`config.mk`:
```
export PLATFORM = sky130hd
export DESIGN_NAME = pe_ctrl_seq
export DESIGN_NICKNAME = d
export VERILOG_FILES = /design/src/rtl/pe_ctrl_pkg.sv /design/src/rtl/pe_ctrl_valid_pipe.sv /design/src/rtl/pe_ctrl_seq.sv
export SDC_FILE = /design/constraint.sdc
export NUM_CORES = 1
export LEC_CHECK = 0
export ABC_CLOCK_PERIOD_IN_PS = 2450
export CAP_MARGIN = 15
export CORE_AREA = 2 2 86 88
export CTS_BUF_LIST = sky130_fd_sc_hd__clkbuf_8
export CTS_CLUSTER_SIZE = 16
export DETAILED_ROUTE_END_ITERATION = 8
export DIE_AREA = 0 0 88 90
export DONT_BUFFER_PORTS = 1
export GPL_TIMING_DRIVEN = 0
export PLACE_DENSITY = 0.73
export SKIP_LAST_GASP = 1
export SLEW_MARGIN = 15
export SYNTH_ARGS = -nofsm -noshare
export SYNTH_HDL_FRONTEND = slang
export SYNTH_HIERARCHICAL = 1
export SYNTH_SLANG_ARGS = --single-unit
export TNS_END_PERCENT = 1
```
`constraint.sdc`:
```
create_clock -name clk -period 2.45 [get_ports clk]
set_input_delay 0.49 -clock clk [delete_from_list [all_inputs] [get_ports clk]]
set_output_delay 0.49 -clock clk [all_outputs]
set_load 0.02 [all_outputs]
```
`src/rtl/pe_ctrl_pkg.sv`:
```
// Shared opcode encodings, DSP48 control field widths and the per-lane decode
// used by the PE-array control sequencer.
package pe_ctrl_pkg;

    localparam logic [2:0] OP_ADD    = 3'b001;
    localparam logic [2:0] OP_SUB    = 3'b010;
    localparam logic [2:0] OP_MUL    = 3'b100;
    localparam logic [2:0] OP_MULADD = 3'b101;
    localparam logic [2:0] OP_MULSUB = 3'b110;
    localparam logic [2:0] OP_MAX    = 3'b111;

    localparam int ALUMODE_W = 4;
    localparam int INMODE_W  = 5;
    localparam int OPMODE_W  = 7;

    typedef enum logic {
        ST_IDLE  = 1'b0,
        ST_ISSUE = 1'b1
    } pe_state_e;

    typedef struct packed {
        logic [ALUMODE_W-1:0] alumode;
        logic [INMODE_W-1:0]  inmode;
        logic [OPMODE_W-1:0]  opmode;
        logic                 ce2;
        logic                 usemult;
    } lane_ctrl_t;

    // Odd lanes accumulate the product (MULADD/MULSUB), even lanes only multiply.
    function automatic lane_ctrl_t pe_decode(input logic [2:0] op, input logic odd);
        lane_ctrl_t c;
        c = '0;
        case (op)
            OP_ADD: begin
                c.opmode = 7'b0110011;
                c.ce2    = 1'b1;
            end
            OP_SUB: begin
                c.alumode = 4'b0011;
                c.opmode  = 7'b0110011;
                c.ce2     = 1'b1;
            end
            OP_MUL, OP_MAX: begin
                c.inmode  = 5'b10001;
                c.opmode  = 7'b0000101;
                c.usemult = 1'b1;
            end
            OP_MULADD, OP_MULSUB: begin
                c.inmode  = 5'b10001;
                c.opmode  = odd ? 7'b0110101 : 7'b0000101;
                c.usemult = 1'b1;
                if (odd && (op == OP_MULSUB)) begin
                    c.alumode = 4'b0011;
                end else begin
                    c.alumode = 4'b0000;
                end
            end
            default: c = '0;
        endcase
        return c;
    endfunction

endpackage

```
`src/rtl/pe_ctrl_valid_pipe.sv`:
```
// DELAY-deep valid shift register tracking issued ops through the PE pipeline;
// synchronous clear drops every in-flight bit.
module pe_ctrl_valid_pipe #(
    parameter int DELAY = 6
) (
    input  logic clk,
    input  logic rst,
    input  logic clr,
    input  logic din,
    output logic dout,
    output logic any
);

    logic [DELAY-1:0] sr_r;

    // Shift register with reset and clear
    always_ff @(posedge clk) begin
        if (rst || clr) begin
            sr_r <= '0;
        end else begin
            sr_r <= {sr_r[DELAY-2:0], din};
        end
    end

    assign dout = sr_r[DELAY-1];
    assign any  = |sr_r;

endmodule

```
`src/rtl/pe_ctrl_seq.sv`:
```
// PE-array instruction sequencer: repeats each accepted opcode for rep_cnt+1 cycles,
// drives per-lane DSP48 controls and muxes data onto dout. Optional abort: PE_CTRL_ABORT_EN.
module pe_ctrl_seq
    import pe_ctrl_pkg::*;
#(
    parameter int NUM_LANES = 4,
    parameter int DATA_W    = 32,
    parameter int DELAY     = 6,
    parameter int REP_W     = 8
) (
    input  logic                   clk,
    input  logic                   rst,
    input  logic                   inst_v,
    output logic                   inst_rdy,
    input  logic [2:0]             opcode,
    input  logic [REP_W-1:0]       rep_cnt,
    input  logic                   din_pe_v,
    input  logic [DATA_W-1:0]      din_pe,
    input  logic                   din_shift_v,
    input  logic [DATA_W-1:0]      din_shift,
    input  logic                   din_tx_v,
    input  logic [DATA_W-1:0]      din_tx,
    output logic                   dout_v,
    output logic [DATA_W-1:0]      dout,
    output logic                   busy,
    output logic [4*NUM_LANES-1:0] alumode,
    output logic [5*NUM_LANES-1:0] inmode,
    output logic [7*NUM_LANES-1:0] opmode,
    output logic [NUM_LANES-1:0]   cea2,
    output logic [NUM_LANES-1:0]   ceb2,
    output logic [NUM_LANES-1:0]   usemult
`ifdef PE_CTRL_ABORT_EN
    ,
    input  logic                   abort
`endif
);

    pe_state_e              state_r, state_next_s;
    logic [REP_W-1:0]       cnt_r, cnt_next_s;
    logic [4*NUM_LANES-1:0] alumode_r, alumode_next_s, alumode_dec_s;
    logic [5*NUM_LANES-1:0] inmode_r, inmode_next_s, inmode_dec_s;
    logic [7*NUM_LANES-1:0] opmode_r, opmode_next_s, opmode_dec_s;
    logic [NUM_LANES-1:0]   ce2_r, ce2_next_s, ce2_dec_s;
    logic [NUM_LANES-1:0]   usemult_r, usemult_next_s, usemult_dec_s;
    logic [DATA_W-1:0]      dout_r;
    logic                   abort_s, inst_rdy_s, accept_s, inflight_s, dout_v_s;

`ifdef PE_CTRL_ABORT_EN
    assign abort_s = abort;
`else
    assign abort_s = 1'b0;
`endif

    assign inst_rdy_s = !rst && !abort_s &&
                        ((state_r == ST_IDLE) || ((state_r == ST_ISSUE) && (cnt_r == '0)));
    assign accept_s   = inst_v && inst_rdy_s;

    // Decode the incoming opcode for every lane
    always_comb begin : decode_lanes
        lane_ctrl_t lc;
        alumode_dec_s = '0;
        inmode_dec_s  = '0;
        opmode_dec_s  = '0;
        ce2_dec_s     = '0;
        usemult_dec_s = '0;
        for (int i = 0; i < NUM_LANES; i++) begin
            lc = pe_decode(opcode, (i % 2) == 1);
            alumode_dec_s[4*i +: 4] = lc.alumode;
            inmode_dec_s[5*i +: 5]  = lc.inmode;
            opmode_dec_s[7*i +: 7]  = lc.opmode;
            ce2_dec_s[i]            = lc.ce2;
            usemult_dec_s[i]        = lc.usemult;
        end
    end

    // Next state, repeat counter and next control word; zero controls mean LOAD
    always_comb begin
        state_next_s   = state_r;
        cnt_next_s     = cnt_r;
        alumode_next_s = alumode_r;
        inmode_next_s  = inmode_r;
        opmode_next_s  = opmode_r;
        ce2_next_s     = ce2_r;
        usemult_next_s = usemult_r;
        if (abort_s) begin
            state_next_s   = ST_IDLE;
            cnt_next_s     = '0;
            alumode_next_s = '0;
            inmode_next_s  = '0;
            opmode_next_s  = '0;
            ce2_next_s     = '0;
            usemult_next_s = '0;
        end else if (accept_s) begin
            state_next_s   = ST_ISSUE;
            cnt_next_s     = rep_cnt;
            alumode_next_s = alumode_dec_s;
            inmode_next_s  = inmode_dec_s;
            opmode_next_s  = opmode_dec_s;
            ce2_next_s     = ce2_dec_s;
            usemult_next_s = usemult_dec_s;
        end else begin
            case (state_r)
                ST_ISSUE: begin
                    if (cnt_r == '0) begin
                        state_next_s   = ST_IDLE;
                        alumode_next_s = '0;
                        inmode_next_s  = '0;
                        opmode_next_s  = '0;
                        ce2_next_s     = '0;
                        usemult_next_s = '0;
                    end else begin
                        cnt_next_s = cnt_r - REP_W'(1);
                    end
                end
                ST_IDLE: begin
                    state_next_s = ST_IDLE;
                end
                default: begin
                    state_next_s   = ST_IDLE;
                    cnt_next_s     = '0;
                    alumode_next_s = '0;
                    inmode_next_s  = '0;
                    opmode_next_s  = '0;
                    ce2_next_s     = '0;
                    usemult_next_s = '0;
                end
            endcase
        end
    end

    // State, counter and control registers
    always_ff @(posedge clk) begin
        if (rst) begin
            state_r   <= ST_IDLE;
            cnt_r     <= '0;
            alumode_r <= '0;
            inmode_r  <= '0;
            opmode_r  <= '0;
            ce2_r     <= '0;
            usemult_r <= '0;
        end else begin
            state_r   <= state_next_s;
            cnt_r     <= cnt_next_s;
            alumode_r <= alumode_next_s;
            inmode_r  <= inmode_next_s;
            opmode_r  <= opmode_next_s;
            ce2_r     <= ce2_next_s;
            usemult_r <= usemult_next_s;
        end
    end

    // Priority data mux, holds when no source is valid
    always_ff @(posedge clk) begin
        if (rst) begin
            dout_r <= '0;
        end else if (din_pe_v) begin
            dout_r <= din_pe;
        end else if (din_shift_v) begin
            dout_r <= din_shift;
        end else if (din_tx_v) begin
            dout_r <= din_tx;
        end else begin
            dout_r <= dout_r;
        end
    end

    pe_ctrl_valid_pipe #(.DELAY(DELAY)) u_valid_pipe (
        .clk  (clk),
        .rst  (rst),
        .clr  (abort_s),
        .din  (state_r == ST_ISSUE),
        .dout (dout_v_s),
        .any  (inflight_s)
    );

    assign inst_rdy = inst_rdy_s;
    assign dout_v   = dout_v_s;
    assign dout     = dout_r;
    assign busy     = (state_r == ST_ISSUE) || inflight_s;
    assign alumode  = alumode_r;
    assign inmode   = inmode_r;
    assign opmode   = opmode_r;
    assign cea2     = ce2_r;
    assign ceb2     = ce2_r;
    assign usemult  = usemult_r;

endmodule
```
==> results_dict.tcl, run 1 <==
set metrics [dict create \
    status "finished clean" \
    gp_congestion 0.816 \
    drt_iter0_drc 52 \
    fin_crit_ns 2.23 \
    layout_common_cells "nand2_1, buf_4, dfxtp_1, a21oi_1, mux2i_1" \
    grt_start_max_net_pins 18 \
    routed_wl_um 8260 \
    die_height_um 90 \
    root_buffer "clkbuf_8" \
    rows 31 \
    slew_headroom_pct 42.8 \
    synth_edf_count 0 \
    worstPathArrival_ns 1.74 \
    place_ws_ns 0.210 \
    clkSinkCount 54 \
    syn_area_um2 3350 \
    grt_pass1_vias 2493 \
    max_freq_ghz 0.449 \
    route.vias.total 2880 \
    final_layout_size_suffix_gt1_share_pct 20.5 \
    vias_per_cell 5.12 \
    p_comb_share_pct 28.7 \
    cts_hold_buf 0 \
    finalSetupViolations 0 \
    hold_depth 1 \
    intPower_mw 1.45 \
    switching_share_pct 35.7 \
    final_common_cell "nand2_1" \
    total_power_mw 2.26 \
    clk_pin_slew_ns 0.10 \
    core_area_um2 7020 \
    tightest_slew_ns 0.853 \
    cts_buffers 5 \
    netlist.area_leader.share_pct 32.3 \
    timing.final.crit_share_pct 90.9 \
    num_antenna_cells 0 \
    io_pins 224 \
    dr.pass1.iters 4 \
    crit_required_ns 1.96 \
    ys_top_cells_by_area "dfxtp_1, buf_4, nand2_1" \
    setup_slack_ns 0.223 \
    h-tree-depth 2 \
    synth_seq_cells 54 \
    grtUsageTotal_pct 19.7 \
    grt_overflow_total 0 \
    synth_cell_type_count 48 \
    drv_slew 0 \
    r2r_cells 7 \
    ir_drop_mv 0.241 \
    async_reset_ff_share_pct 0 \
    regToRegSetupSlack_ns 0.36 \
    dieArea_um2 7920 \
    min_from "opcode[2]" \
    ys_seq_area_share_pct 32.3 \
    antenna_found_initial 0 \
    fin_area_um2 3680 \
    p_per_area_nw_per_um2 614 \
    drc 0 \
    endpoint_kind "output pin" \
    antenna_left 0 \
    fin_setup_tns_ns 0 \
    grt_first_pass_wirelength_um 12500 \
    yosysWarnings 6 \
    reg2reg_from "cnt_r[0]$_SDFFE_PP0P_" \
    initial_core_util_pct 47.7 \
    seq_power_share_pct 48.7 \
    synth_ff_type "dfxtp_1" \
    rsz0062_at_grt "no" \
    die_width_um 88 \
    synthCells 426 \
    crit_path_max_fanout 10 \
    start_kind "flip-flop" \
    clkPwrFrac_pct 22.6 \
    fin_util_pct 52.4 \
    clock_path_buffers 2 \
    yosys.area.top_type "dfxtp_1" \
    tritoncts "done" \
    hold_path_end "usemult[2]$_SDFFE_PP0P_" \
    syn_area_per_cell_um2 7.86 \
    critPathKind "reg2out" \
    clock_latency_ns 0.30 \
    areaGrowthSynthToFinish_pct 9.87 \
    layout.nets 577 \
    place_hpwl_um 6590 \
    holdCritPathClass "in2reg" \
    r2r-end "opmode[21]$_SDFFE_PP0P_" \
    power.switching_mw 0.806 \
    wl_per_cell_um 14.7 \
    power_leakage_nw 1.70 \
    place_area_um2 3580 \
    drv_cap 0 \
    io_buffers 0 \
    clock_skew_ns 0.00590 \
    finalHoldViolCount 0 \
]
==> flip-flops by register name (all words and copies together) (netlist names) <==
signal,flops
opmode,3
cea2,1
cnt_r,8
alumode,2
dout,32
usemult,1
state_r,1
u_valid_pipe/sr_r,6
==> metrics by stage <==
| step | std cells | hold WS [ns] |
|---|---|---|
| finish | 562 | 0.316 |
| global route | 562 | 0.314 |
| CTS | 561 | 0.302 |
| detailed placement | 553 | 0.447 |
| global placement | 553 | 0.435 |
| floorplan | 454 | 0.431 |
==> critical path, cell delays in order (launching register included) <==
cell	delay [ns]
dfxtp_1	0.40
clkbuf_1	0.43
a21boi_1	0.46
nor2_2	0.14
==> cells by family (layout without fill, tap and decap cells) <==
logic type / Yosys count / count (layout) / share of synthesized area (%)
flops: 54 / 54 / 32.3
simple gates: 138 / 138 / 19.0
fa+ha+maj: 2 / 2 / 0.748
xor+xnor: 1 / 1 / 0.262
mux: 35 / 35 / 10.5
buf+inv: 100 / 109 / 19.2
other cells: 1 / 29 / 0.112
compound gates: 95 / 95 / 17.8
==> cell type report <==
| cell class | instances | area (um2) |
|---|---|---|
| Clock inverter | 2 | 8.76 |
| Sequential cell | 54 | 1080 |
| Buffer | 94 | 621 |
| Clock buffer | 6 | 82.6 |
| Tap cell | 99 | 124 |
| Fill cell | 700 | 3340 |
| Timing Repair Buffer | 1 | 7.51 |
| Inverter | 6 | 22.5 |
| Multi-Input combinational cell | 300 | 1730 |
==> worst max-delay path by stage <==
stage	to	depth (start not counted)	slack [ns]	startpoint
finish	inst_rdy	3	0.22	state_r$_SDFF_PP0_
global placement	inst_rdy	5	0.26	cnt_r[0]$_SDFFE_PP0P_
global route	inst_rdy	3	0.1	state_r$_SDFF_PP0_
detailed placement	inst_rdy	5	0.21	cnt_r[0]$_SDFFE_PP0P_
floorplan	inst_rdy	5	0.50	cnt_r[0]$_SDFFE_PP0P_
CTS	inst_rdy	5	0.05	cnt_r[0]$_SDFFE_PP0P_
==> synth_stat cells (all sizes together) (2+ instances only) <==
library cell / n
mux2i: 34
buf: 74
inv: 6
nor2: 10
a21oi: 36
or3: 2
nand2: 100
dfxtp: 54
nor3b: 2
o21ai: 35
nand2b: 2
and2: 6
a22o: 6
or4b: 2
a311oi: 2
ha: 2
o31ai: 2
nor4: 2
clkbuf: 20
nand3: 2
a211oi: 3
nor3: 3
nor4b: 2
==> power by group through the flow <==
stage / sequential (mW) / clock (mW) / combinational [mW]
5_1_grt: 1.11 / 0.560 / 0.709
3_5_place_dp: 1.12 / 0 / 0.639
6_report: 1.10 / 0.509 / 0.649
3_3_place_gp: 1.12 / 0 / 0.624
4_1_cts: 1.10 / 0.526 / 0.642
2_1_floorplan: 1.09 / 0 / 0.561
==> what timing repair did <==
action / CTS / global route
endpoints found under the setup margin: 1 / 1
gates cloned: 0 / 0
gates resized for setup: 2 / 0
setup buffers: 0 / 1
==> layer usage <==
metal / GRT usage (%) / vias up / share of wire (%)
li1: - / 1415 / -
met1: 23.4 / 1328 / 40
met2: 35.9 / 135 / 53
met3: 4.13 / 2 / 7.2
met4: 4.10 / 0 / 0.31
met5: 0 / - / 0
No activity file was read; power rests on OpenSTA's default activity.
==> inputs of run 2 (changes only) <==
--- a/config.mk
+++ b/config.mk
@@ -5,16 +5,17 @@
 export SDC_FILE = /design/constraint.sdc
 export NUM_CORES = 1
 export LEC_CHECK = 0
+export ABC_AREA = 1
 export ABC_CLOCK_PERIOD_IN_PS = 2450
 export CAP_MARGIN = 15
-export CORE_AREA = 2 2 86 88
+export CORE_AREA = 2 2 88 90
 export CTS_BUF_LIST = sky130_fd_sc_hd__clkbuf_8
 export CTS_CLUSTER_SIZE = 16
 export DETAILED_ROUTE_END_ITERATION = 8
-export DIE_AREA = 0 0 88 90
+export DIE_AREA = 0 0 90 92
 export DONT_BUFFER_PORTS = 1
 export GPL_TIMING_DRIVEN = 0
-export PLACE_DENSITY = 0.73
+export PLACE_DENSITY = 0.72
 export SKIP_LAST_GASP = 1
 export SLEW_MARGIN = 15
 export SYNTH_ARGS = -nofsm -noshare
==> run 2 against run 1 <==
Effect of this change: non-clock buffer count grew 2; critical endpoint unchanged; clock skew is 0.00051 ns higher; maximum frequency up 12%; register-to-register slack better by 0.57 ns; routed wire length up 3.6%; critical path depth is 3 higher; core utilization shrank 1.1 points; clock power increased by 14%; first-iteration DRC count rose by 100%; final area is 3.8% higher; synthesized cell count up 15%; sequential power is essentially flat.
==> results_dict.tcl, run 2 <==
set metrics [dict create \
    clkSinkCount 54 \
    cp_num_buf_inv 1 \
    seq_power_share_pct 46.6 \
    gp_congestion 0.854 \
    fillers 747 \
    routed_wl_um 8550 \
    cpMostUsedCell "nor2_8" \
    drv_slew 0 \
    switching_share_pct 35.9 \
    route.vias.total 3129 \
    drv_cap 0 \
    yosysWarnings 6 \
    syn_area_per_cell_um2 7.12 \
    crit_path_max_fanout 9 \
    rows 32 \
    place_hpwl_um 6870 \
    drt_iter0_drc 104 \
    multi_input_comb_area_um2 1620 \
    synthXorXnorAreaFrac_pct 0.504 \
    synth-compound-area-share_pct 21.3 \
    io_buffers 0 \
    die_width_um 90 \
    max_freq_ghz 0.504 \
    antenna_found_initial 0 \
    critPathKind "reg2out" \
    synthSimpleGateAreaFrac_pct 21.1 \
    async_reset_ff_share_pct 0 \
    total_power_mw 2.33 \
    status "finished clean" \
    fin_setup_tns_ns 0 \
    ys_top_cells_by_area "dfxtp_1, buf_4, nand2_1" \
    initial_core_util_pct 46.7 \
    muxShareOfSynthArea_pct 0 \
    critPathTopFamily "simple AND/OR/NAND/NOR gates" \
    cts_buffers 5 \
    syn_area_um2 3470 \
    finalHoldViolCount 0 \
    grt_pass1_vias 2815 \
    clock_latency_ns 0.30 \
    power.switching_mw 0.838 \
    p_comb_share_pct 28.6 \
    clock_skew_ns 0.00641 \
    holdCritPathClass "in2reg" \
    p_per_area_nw_per_um2 611 \
    clkPwrFrac_pct 24.8 \
    postCtsSetupRepairBufs 0 \
    tightest_slew_ns 0.657 \
    intPower_mw 1.50 \
    grt_first_pass_wirelength_um 13400 \
    clock_path_buffers 2 \
    cts_hold_buf 0 \
    io_pins 224 \
    grt_start_max_net_pins 18 \
    synth_edf_count 0 \
    vias_per_cell 5.00 \
    synth_ff_type "dfxtp_1" \
    wl_per_cell_um 13.7 \
    grtUsageTotal_pct 19.7 \
    root_buffer "clkbuf_8" \
    slew_headroom_pct 56.1 \
    h-tree-depth 2 \
    core_area_um2 7450 \
    yosys.area.top_type "dfxtp_1" \
    tritoncts "done" \
    clk_pin_slew_ns 0.10 \
    layout_common_cells "nand2_1, buf_4, dfxtp_1, inv_1, o211ai_1" \
    endpoint_kind "output pin" \
    regArea_um2 1080 \
    post_cts_resized 0 \
    die_height_um 92 \
    antenna_left 0 \
    grt_overflow_total 0 \
    start_kind "flip-flop" \
    num_antenna_cells 0 \
    layout.nets 638 \
    finalSetupViolations 0 \
    final_layout_size_suffix_gt1_share_pct 21.9 \
    yosys-top-cells-count "nand2_1, buf_4, dfxtp_1, inv_1, o211ai_1" \
    cp_slowest_cell "dfxtp_1" \
    worstPathArrival_ns 1.49 \
    critical_path.cell_chain "inv_1 -> ha_1 -> nand2_2 -> nor2_4 -> nor2_8 -> nor2_8" \
    power_leakage_nw 1.82 \
    synthCells 488 \
    synth_cell_type_count 33 \
    dieArea_um2 8280 \
    fin_crit_ns 1.98 \
    drc 0 \
    ir_drop_mv 0.261 \
    synth_most_common_cell "nand2_1" \
    ys_seq_area_share_pct 31.1 \
    dr.pass1.iters 4 \
    crit_required_ns 1.96 \
    synth_fa_ha_area_share_pct 0.720 \
    timing.final.crit_share_pct 81.0 \
    rsz0062_at_grt "no" \
    netlist.area_leader.share_pct 31.1 \
    final_common_cell "nand2_1" \
    synth_seq_cells 54 \
    critPathMaxStageDelay_ns 0.32 \
    synth_top_family_by_area "buffers and inverters" \
    largest_reg_flops 32 \
    areaGrowthSynthToFinish_pct 9.87 \
]
[run 2: cell types whose count changed after synthesis, moves of 6 or more]
cell	delta
inv_1	+47
nor2_2	+6
nand2_1	-6
a22o_1	-6
a21oi_1	-27
clkbuf_1	-6
mux2i_1	-34
o211ai_1	+37
o21ai_1	+29
a31oi_1	+32
o21ai_0	-27
nand3_1	+16
inv_2	+7
[run 2: kinds of logic after synthesis]
group                    count (synthesis)
AND/OR/NAND/NOR                        154
XOR/XNOR                                 2
other                                    1
flip-flops                              54
adder cells (fa/ha/maj)                  2
AO/OA/AOI/OAI                          118
buffers and inverters                  157
[run 2: path summary, 6_finish.rpt]
path,start,endpoint,slack [ns],cells after the start
min,din_pe[0],dout[0]$_SDFFE_PP0P_,0.34,2
max,cnt_r[0]$_SDFFE_PP0P_,inst_rdy,0.47,6
max reg2reg,cnt_r[0]$_SDFFE_PP0P_,cea2[2]$_SDFFE_PP0P_,0.93,9
min reg2reg,u_valid_pipe/sr_r[2]$_SDFF_PP0_,u_valid_pipe/sr_r[3]$_SDFF_PP0_,0.44,2
[run 2: final cells by class]
class	instances	share of cell area, %
clock buffer	8	2.88
buffer	97	17.0
sequential	54	28.3
inverter	60	5.90
tap	102	3.34
multi-input combinational	305	42.5
[run 2: per-layer routing]
layer / track usage, % / up-vias / wire length [um]
met5: 0 / - / 0
met4: 5.64 / 0 / 170
met3: 5.34 / 14 / 668
met2: 35.7 / 155 / 4350
met1: 22.7 / 1376 / 3370
li1: - / 1584 / -
[run 2: power by group through the flow]
stage / clock network (mW) / registers (mW) / logic, mW
finish: 0.579 / 1.09 / 0.667
detailed placement: 0 / 1.11 / 0.664
CTS: 0.588 / 1.09 / 0.667
floorplan: 0 / 1.09 / 0.583
global route: 0.629 / 1.10 / 0.745
global placement: 0 / 1.11 / 0.653
[run 2: metrics by stage]
step	util [%]	std cells	setup WS, ns	instance area [um2]	hold slack [ns]
detailed placement	49.8	618	0.781	3710	0.429
floorplan	-	516	0.903	3580	0.422
finish	51.3	626	0.466	3820	0.337
CTS	51.3	626	0.450	3820	0.330
global placement	49.8	618	0.808	3710	0.427
global route	51.3	626	0.386	3820	0.324
==> inputs of run 3 (changes only) <==
--- a/config.mk
+++ b/config.mk
@@ -6,7 +6,7 @@
 export NUM_CORES = 1
 export LEC_CHECK = 0
 export ABC_AREA = 1
-export ABC_CLOCK_PERIOD_IN_PS = 2450
+export ABC_CLOCK_PERIOD_IN_PS = 1900
 export CAP_MARGIN = 15
 export CORE_AREA = 2 2 88 90
 export CTS_BUF_LIST = sky130_fd_sc_hd__clkbuf_8
==> constraint.sdc (replaced) <==
create_clock -name clk -period 1.9 [get_ports clk]
set_input_delay 0.38 -clock clk [delete_from_list [all_inputs] [get_ports clk]]
set_output_delay 0.38 -clock clk [all_outputs]
set_load 0.02 [all_outputs]
==> run 3 against run 2 <==
Effect of this change: clock power up 28%; first-iteration DRC count is 6.7% higher; cell count stayed put; register-to-register slack got worse by 0.49 ns; flip-flop and latch count stayed put; critical endpoint unchanged; largest power group unchanged.
==> results_dict.tcl, run 3 (synthesis gave the netlist of run 2 again) <==
set metrics [dict create \
    status "finished clean" \
    slew_headroom_pct 56.1 \
    antenna_found_initial 0 \
    grtUsageTotal_pct 19.7 \
    crit_path_max_fanout 9 \
    r2r-end "cnt_r[4]$_SDFFE_PP0P_" \
    cts_buffers 5 \
    worstPathArrival_ns 1.44 \
    place_ws_ns 0.341 \
    dr.pass1.iters 4 \
    antenna_left 0 \
    drt_iter0_drc 111 \
    setup_slack_ns 0.0822 \
    clock_latency_ns 0.30 \
    power_leakage_nw 1.82 \
    grt_overflow_total 0 \
    reg2reg_from "cnt_r[0]$_SDFFE_PP0P_" \
    crit_required_ns 1.52 \
    finalHoldViolCount 0 \
    fin_util_pct 51.3 \
    routed_wl_um 8600 \
    grt_start_max_net_pins 18 \
    clock_skew_ns 0.00497 \
    p_per_area_nw_per_um2 789 \
    startpoint "cnt_r[0]$_SDFFE_PP0P_" \
    start_kind "flip-flop" \
    io_buffers 0 \
    drc 0 \
    critical_path.cell_chain "inv_2 -> ha_1 -> nand2_2 -> nor2_4 -> nor2_8 -> nor2_8" \
    finalSetupViolations 0 \
    die_width_um 90 \
    critPathMaxStageDelay_ns 0.33 \
    layout.nets 638 \
    cp_num_buf_inv 1 \
    cp_slowest_cell "dfxtp_1" \
    clock_path_buffers 2 \
    num_antenna_cells 0 \
    die_height_um 92 \
    r2r_cells 9 \
    holdCritPathClass "in2reg" \
    layout_common_cells "nand2_1, buf_4, dfxtp_1, inv_1, o211ai_1" \
    dr_wl_met2_um 4350 \
    ir_drop_mv 0.339 \
    largest_reg_flops 32 \
    tritoncts "done" \
    critPathKind "reg2out" \
    drt-met1-wl_um 3410 \
    max_freq_ghz 0.550 \
    gp_congestion 0.854 \
    rows 32 \
    final_common_cell "nand2_1" \
    core_area_um2 7450 \
    route.vias.total 3135 \
    highest_layer "met4" \
    cpMostUsedCell "nor2_8" \
    h-tree-depth 2 \
    timing.final.crit_share_pct 95.7 \
    grt_pass1_vias 2815 \
    io_pins 224 \
    wl_per_cell_um 13.7 \
    wl_met3_um 658 \
    dieArea_um2 8280 \
    drv_slew 0 \
    grt_first_pass_wirelength_um 13400 \
    initial_core_util_pct 46.7 \
    cp_num_cells 6 \
    endpoint_kind "output pin" \
    endpoint "inst_rdy" \
    root_buffer "clkbuf_8" \
    regToRegSetupSlack_ns 0.44 \
    vias_per_cell 5.01 \
    total_power_mw 3.01 \
    drv_cap 0 \
    areaGrowthSynthToFinish_pct 9.87 \
    fin_crit_ns 1.82 \
    final_layout_size_suffix_gt1_share_pct 22.1 \
    fin_setup_tns_ns 0 \
    tightest_slew_ns 0.657 \
    place_hpwl_um 6870 \
    rsz0062_at_grt "no" \
    clkSinkCount 54 \
    clk_pin_slew_ns 0.10 \
    critPathTopFamily "simple AND/OR/NAND/NOR gates" \
]
run 3: changes by cell type in the layout (fill, tap and decap cells not counted):
cell	before	now
inv_1	53	52
inv_2	7	8
run 3: worst min path at each step:
stage                                               start                              end  depth (start not counted)  slack (ns)
final                                          din_pe[29]            dout[29]$_SDFFE_PP0P_                          2        0.23
after global routing                           din_pe[31]            dout[31]$_SDFFE_PP0P_                          2        0.21
after CTS                                       din_pe[3]             dout[3]$_SDFFE_PP0P_                          2        0.22
after detailed placement  u_valid_pipe/sr_r[2]$_SDFF_PP0_  u_valid_pipe/sr_r[3]$_SDFF_PP0_                          2        0.43
after global placement    u_valid_pipe/sr_r[2]$_SDFF_PP0_  u_valid_pipe/sr_r[3]$_SDFF_PP0_                          2        0.43
after floorplan           u_valid_pipe/sr_r[0]$_SDFF_PP0_  u_valid_pipe/sr_r[1]$_SDFF_PP0_                          2        0.42
run 3: where the power goes:
group / total (mW) / switching (mW) / internal (mW)
Clock: 0.744 / 0.375 / 0.369
Sequential: 1.41 / 0.177 / 1.23
Combinational: 0.861 / 0.528 / 0.333
run 3: metrics by stage:
step,std cells,hold WS [ns],area (um2)
after floorplan,516,0.422,3580
after global placement,618,0.427,3710
after detailed placement,618,0.429,3710
after CTS,626,0.220,3820
after global routing,626,0.214,3820
final,626,0.226,3820
run 3: worst register-to-register path, stage by stage (launching register included):
cell and delay, ns:
dfxtp_1 0.33, inv_2 0.08, ha_1 0.17, nand2_2 0.10, o21ai_4 0.26, buf_6 0.18, nand4_1 0.09, nand3_1 0.10
nand2_1 0.05, inv_1 0.05
run 3: metal layers:
layer	up-vias	global-route usage, %
met5	-	0
met4	0	5.64
met3	14	5.34
met2	158	35.7
met1	1379	22.7
li1	1584	-
run 3: final cells by class:
type / instances / area [um2]
Multi-Input combinational cell: 305 / 1620
Tap cell: 102 / 128
Inverter: 60 / 225
Sequential cell: 54 / 1080
Fill cell: 747 / 3630
Buffer: 97 / 649
Clock buffer: 8 / 110
run 3: what timing repair did:
item,CTS,global route
setup endpoints to repair,0,1
buffers inserted,0,0
hold buffers,0,0
gates resized for setup,0,1
